<file path="src/rtl/regfile_dump_ctrl_pkg.sv">
// Shared debug definitions for the register-file dump controller: state encoding,
// TX byte width and the per-register byte count.
package regfile_dump_ctrl_pkg;

  localparam int unsigned NB_BYTE       = 8;
  localparam int unsigned NB_DATA_DFLT  = 32;
  localparam int unsigned BYTES_PER_REG = NB_DATA_DFLT / NB_BYTE;

  typedef enum logic [2:0] {
    ST_IDLE  = 3'd0,
    ST_FETCH = 3'd1,
    ST_SEND  = 3'd2,
    ST_CSUM  = 3'd3,
    ST_DONE  = 3'd4
  } state_t;

  // Byte count for a register width other than the default.
  function automatic int unsigned bytes_per_reg(input int unsigned nb_data);
    return nb_data / NB_BYTE;
  endfunction

endpackage

</file>
<file path="src/rtl/regfile_dump_ctrl.sv">
// Streams every general-purpose register, LSB first, to the debug UART TX while halted.
// Optional trailing XOR checksum byte when REGFILE_DUMP_CHECKSUM_EN is defined.
module regfile_dump_ctrl
  import regfile_dump_ctrl_pkg::*;
#(
  parameter int unsigned NB_DATA = 32,
  parameter int unsigned NB_ADDR = 5
) (
  input  logic               clk,
  input  logic               i_reset,
  input  logic               i_start,
  input  logic               i_halted,
  output logic [NB_ADDR-1:0] o_rf_addr,
  input  logic [NB_DATA-1:0] i_rf_data,
  output logic [NB_BYTE-1:0] o_tx_data,
  output logic               o_tx_valid,
  input  logic               i_tx_ready,
  output logic               o_busy,
  output logic               o_done
);

  localparam int unsigned N_BYTES = bytes_per_reg(NB_DATA);
  localparam int unsigned NB_BIDX = (N_BYTES > 1) ? $clog2(N_BYTES) : 1;
  localparam logic [NB_ADDR-1:0] LAST_REG = '1;
  localparam logic [NB_BIDX-1:0] LAST_BYTE = NB_BIDX'(N_BYTES - 1);

  state_t                            state, state_n;
  logic [NB_ADDR-1:0]                rf_addr_n;
  logic [NB_BIDX-1:0]                byte_idx, byte_idx_n;
  logic [NB_DATA-1:0]                capture, capture_n;
  logic [NB_BYTE-1:0]                tx_data_n;
  logic                              tx_valid_n;
  logic                              busy_n;
  logic                              done_n;
  logic [N_BYTES-1:0][NB_BYTE-1:0]   cap_bytes;

  assign cap_bytes = capture;

`ifdef REGFILE_DUMP_CHECKSUM_EN
  logic [NB_BYTE-1:0] csum, csum_n;
  logic [NB_BYTE-1:0] cur_byte;

  assign cur_byte = cap_bytes[byte_idx];

  // Running XOR of every data byte accepted by the transmitter.
  always_ff @(posedge clk or negedge i_reset) begin
    if (!i_reset) csum <= '0;
    else          csum <= csum_n;
  end
`endif

  // State and registered outputs.
  always_ff @(posedge clk or negedge i_reset) begin
    if (!i_reset) begin
      state      <= ST_IDLE;
      o_rf_addr  <= '0;
      byte_idx   <= '0;
      capture    <= '0;
      o_tx_data  <= '0;
      o_tx_valid <= 1'b0;
      o_busy     <= 1'b0;
      o_done     <= 1'b0;
    end else begin
      state      <= state_n;
      o_rf_addr  <= rf_addr_n;
      byte_idx   <= byte_idx_n;
      capture    <= capture_n;
      o_tx_data  <= tx_data_n;
      o_tx_valid <= tx_valid_n;
      o_busy     <= busy_n;
      o_done     <= done_n;
    end
  end

  // Next state plus next values of every registered output.
  always_comb begin
    state_n    = state;
    rf_addr_n  = o_rf_addr;
    byte_idx_n = byte_idx;
    capture_n  = capture;
    tx_data_n  = o_tx_data;
    tx_valid_n = o_tx_valid;
    busy_n     = o_busy;
    done_n     = 1'b0;
`ifdef REGFILE_DUMP_CHECKSUM_EN
    csum_n     = csum;
`endif

    unique case (state)
      ST_IDLE: begin
        busy_n     = 1'b0;
        tx_valid_n = 1'b0;
        rf_addr_n  = '0;
        // A start without halt is dropped rather than remembered.
        if (i_start && i_halted) begin
          state_n    = ST_FETCH;
          busy_n     = 1'b1;
          byte_idx_n = '0;
`ifdef REGFILE_DUMP_CHECKSUM_EN
          csum_n     = '0;
`endif
        end
      end

      ST_FETCH: begin
        capture_n  = i_rf_data;
        byte_idx_n = '0;
        tx_data_n  = i_rf_data[NB_BYTE-1:0];
        tx_valid_n = 1'b1;
        state_n    = ST_SEND;
      end

      ST_SEND: begin
        if (i_tx_ready) begin
`ifdef REGFILE_DUMP_CHECKSUM_EN
          csum_n = csum ^ cur_byte;
`endif
          if (byte_idx == LAST_BYTE) begin
            if (o_rf_addr == LAST_REG) begin
`ifdef REGFILE_DUMP_CHECKSUM_EN
              state_n   = ST_CSUM;
              tx_data_n = csum ^ cur_byte;
`else
              state_n    = ST_DONE;
              tx_valid_n = 1'b0;
              done_n     = 1'b1;
`endif
            end else begin
              state_n    = ST_FETCH;
              tx_valid_n = 1'b0;
              rf_addr_n  = o_rf_addr + NB_ADDR'(1);
            end
          end else begin
            byte_idx_n = byte_idx + NB_BIDX'(1);
            tx_data_n  = cap_bytes[byte_idx + NB_BIDX'(1)];
          end
        end
      end

`ifdef REGFILE_DUMP_CHECKSUM_EN
      ST_CSUM: begin
        if (i_tx_ready) begin
          state_n    = ST_DONE;
          tx_valid_n = 1'b0;
          done_n     = 1'b1;
        end
      end
`endif

      ST_DONE: begin
        state_n = ST_IDLE;
        busy_n  = 1'b0;
      end

      default: begin
        state_n    = ST_IDLE;
        busy_n     = 1'b0;
        tx_valid_n = 1'b0;
      end
    endcase
  end

endmodule
</file>
<file path="config.mk">
export PLATFORM = sky130hd
export DESIGN_NAME = regfile_dump_ctrl
export DESIGN_NICKNAME = d
export VERILOG_FILES = /design/src/rtl/regfile_dump_ctrl_pkg.sv /design/src/rtl/regfile_dump_ctrl.sv
export SDC_FILE = /design/constraint.sdc
export NUM_CORES = 1
export LEC_CHECK = 0
export BUFFER_PORTS_ARGS = -buffer_cell sky130_fd_sc_hd__buf_2
export CORE_UTILIZATION = 40
export DETAILED_ROUTE_END_ITERATION = 8
export GPL_TIMING_DRIVEN = 0
export PLACE_DENSITY = 0.6
export SLEW_MARGIN = 25
export SYNTH_ARGS = -nofsm -noshare
export SYNTH_HDL_FRONTEND = slang
export SYNTH_SLANG_ARGS = --single-unit
export TNS_END_PERCENT = 30
</file>
<file path="constraint.sdc">
create_clock -name clk -period 3.1 [get_ports clk]
set_input_delay 0.31 -clock clk [delete_from_list [all_inputs] [get_ports clk]]
set_output_delay 0.31 -clock clk [all_outputs]
set_load 0.005 [all_outputs]
</file>
==> metrics.yaml <==
status:
  status: "complete, no violations"
yosys:
  synth.distinct_cells: 35
  synth_warnings: 0
  syn_inst: 255
  ys_seq_elements: 53
  synth.net_count: 295
  synth.avg_cell_area_sq_um: 10.2
  syn_area_sq_um: 2590
  synth.area.top_cells: "dfrtp_1 51%, nand2_1 15%, mux4_2 7.0%"
  ys_seq_area_share_pct: 51.2
  synth_top_area_share_pct: 51.2
  synth_top_area_cell: "dfrtp_1"
placed_design:
  dpl.hpwl_mm: 4.03
  io_buffer_count: 52
  placedCellCount: 382
  placed_area_sq_um: 2950
  place_congestion: 0.776
grt:
  antenna_found_initial: 0
  overflow: 0
  grt_pass1_wl_mm: 8.88
  grt_usage_pct: 18.3
  grt_pass1_vias: 1689
  grt_max_degree: 54
sta:
  hold_viol: 0
  rsz0062_at_grt: "false"
  fin_crit_sh_pct: 60.7
  worst_pin_slew_ns: 0.684
  fmax_mhz: 532
  slew_headroom_pct: 54.4
  final-max-slew-violation-count: 0
  setup-violations-final: 0
  fin_skew_ns: 0.00537
  finalSetupTns_ns: 0
  hold_slack_ns: 0.0344
  post-route-min-period_ns: 1.88
detailed_routing:
  drt_first_pass_iters: 4
  dr.first_iter.drc_count: 124
  vias: 1965
  antenna_left: 0
  drc: 0
  vias_per_cell: 5.05
  routed_wl_mm: 5.65
  wl_per_cell_um: 14.5
floorplanning:
  core_area_sq_um: 6100
  ios: 53
  fp-row-count: 28
  die_w_um: 82.5
  start_util_pct: 42.5
  fp.dieArea_sq_um: 6800
  die_height_um: 82.5
clocking:
  worstSkewPairLatency_ns: 0.30
  cts_resized: 0
  cts_made_buffers: 5
  htree_levels: 2
  cts_tree: "yes"
  clk_pin_slew_ns: 0.10
  ctsHoldBuffers: 0
  postCtsSetupBuffers: 0
  clock-sinks: 53
  clk_path_buf_depth: 2
  root_buffer: "clkbuf_8"
worst_setup_path:
  critical_path_class: "flop to flop"
  worst_ep_required_time_ns: 3.30
  cp_max_fo: 9
  rr_worst_depth: 4
  start_kind: "flop"
  cp.arrival_ns: 2.08
  crit_path_end_kind: "flop"
power_and_ir_drop:
  p_per_area_nw_per_um2: 924
  p_leak_uw: 0.00159
  ir_drop_uv: 358
layout:
  final_cell_mix: "101 x nand2_1, 54 x buf_2, 53 x dfrtp_1"
  fin_cells: 389
  layout_commonest_cell: "nand2_1"
  fin_nets: 354
  fin_area_sq_um: 3040
  n_antenna_cell: 0
  postLayoutCoreUtil_pct: 49.8
  syn2layout_area_growth_pct: 17.2
  drive_gt1_share_pct: 32.5
flow_run:
  cap_violations: 0
worst_hold_path:
  min_path_type: "input pin to async pin"
## worst paths after layout
check	from	slack, ns	endpoint
worst min-delay path	i_reset	0.03	state[2]$_DFFE_PN0P_
worst min register to register	cap_bytes[8]$_DFFE_PN0P_	0.48	cap_bytes[8]$_DFFE_PN0P_
worst max register to register	byte_idx[0]$_DFFE_PN0P_	1.22	o_tx_data[7]$_DFFE_PN0P_
max in group asynchronous	i_reset	2.61	o_tx_valid$_DFFE_PN0P_
min in group clk	i_rf_data[31]	0.19	cap_bytes[31]$_DFFE_PN0P_
worst max-delay path	byte_idx[0]$_DFFE_PN0P_	1.22	o_tx_data[7]$_DFFE_PN0P_
## stage by stage
stage          power, uW  setup slack [ns]
6_report            2800              1.22
5_1_grt             3030              1.08
4_1_cts             2830              1.20
3_5_place_dp        2420              1.21
3_3_place_gp        2390              1.23
2_1_floorplan       2060              1.49
## critical path, cell delays in order (launching register included)
cell	delay, ns
dfrtp_1	0.39
ha_1	0.28
clkbuf_1	0.42
mux4_2	0.42
o221a_2	0.27
## routing by layer
layer  wire, um  vias to the layer above  global-route usage [%]
met5          0                        -                       0
met4         42                        0                    5.79
met3        286                        5                    3.96
met2       2410                       46                    25.8
met1       2900                      942                    27.6
li1           -                      972                       -
## synthesized netlist by cell type
master	count
nand2_1	101
dfrtp_1	53
inv_1	11
nand2_2	11
mux4_2	8
o221a_2	7
nor2_1	6
o21ai_0	6
a2bb2oi_1	5
buf_6	5
a21oi_1	4
clkbuf_1	4
a2bb2oi_2	3
buf_2	3
ha_1	3
mux2i_1	3
and4_1	2
nand2b_1	2
nand3b_1	2
a21o_1	1
a221o_1	1
a31oi_1	1
and3_1	1
and3b_1	1
buf_12	1
buf_8	1
mux2_2	1
nand2b_4	1
nand4_1	1
nor2b_1	1
nor3b_2	1
o21bai_1	1
o221a_1	1
or2_1	1
or2_2	1
## sequential cells by signal (all words and copies together), names as in the netlist
name        flops
byte_idx        2
o_tx_data       8
state           3
o_rf_addr       5
o_done          1
o_tx_valid      1
cap_bytes      32
o_busy          1
## logic make-up (layout without fill, tap and decap cells)
family          after synthesis  count (layout)  share of synthesized area, %
simple gates                132             132                          22.5
mux                          12              12                          8.55
flops                        53              53                          51.2
compound gates               30              30                          10.0
buf+inv                      25              84                          6.28
fa+ha+maj                     3               3                          1.45
## cell type report
cell class | count | area, sq um
Fill cell | 602 | 3060
Clock inverter | 1 | 7.51
Inverter | 11 | 41.3
Timing Repair Buffer | 52 | 263
Multi-Input combinational cell | 177 | 1100
Sequential cell | 53 | 1330
Tap cell | 75 | 93.8
Buffer | 14 | 121
Clock buffer | 6 | 82.6
## power breakdown
| part | internal (uW) | switching, uW | total [uW] |
|---|---|---|---|
| clock network | 177 | 228 | 405 |
| logic | 607 | 612 | 1220 |
| registers | 993 | 187 | 1180 |
Power figures use the tool's default switching activity.
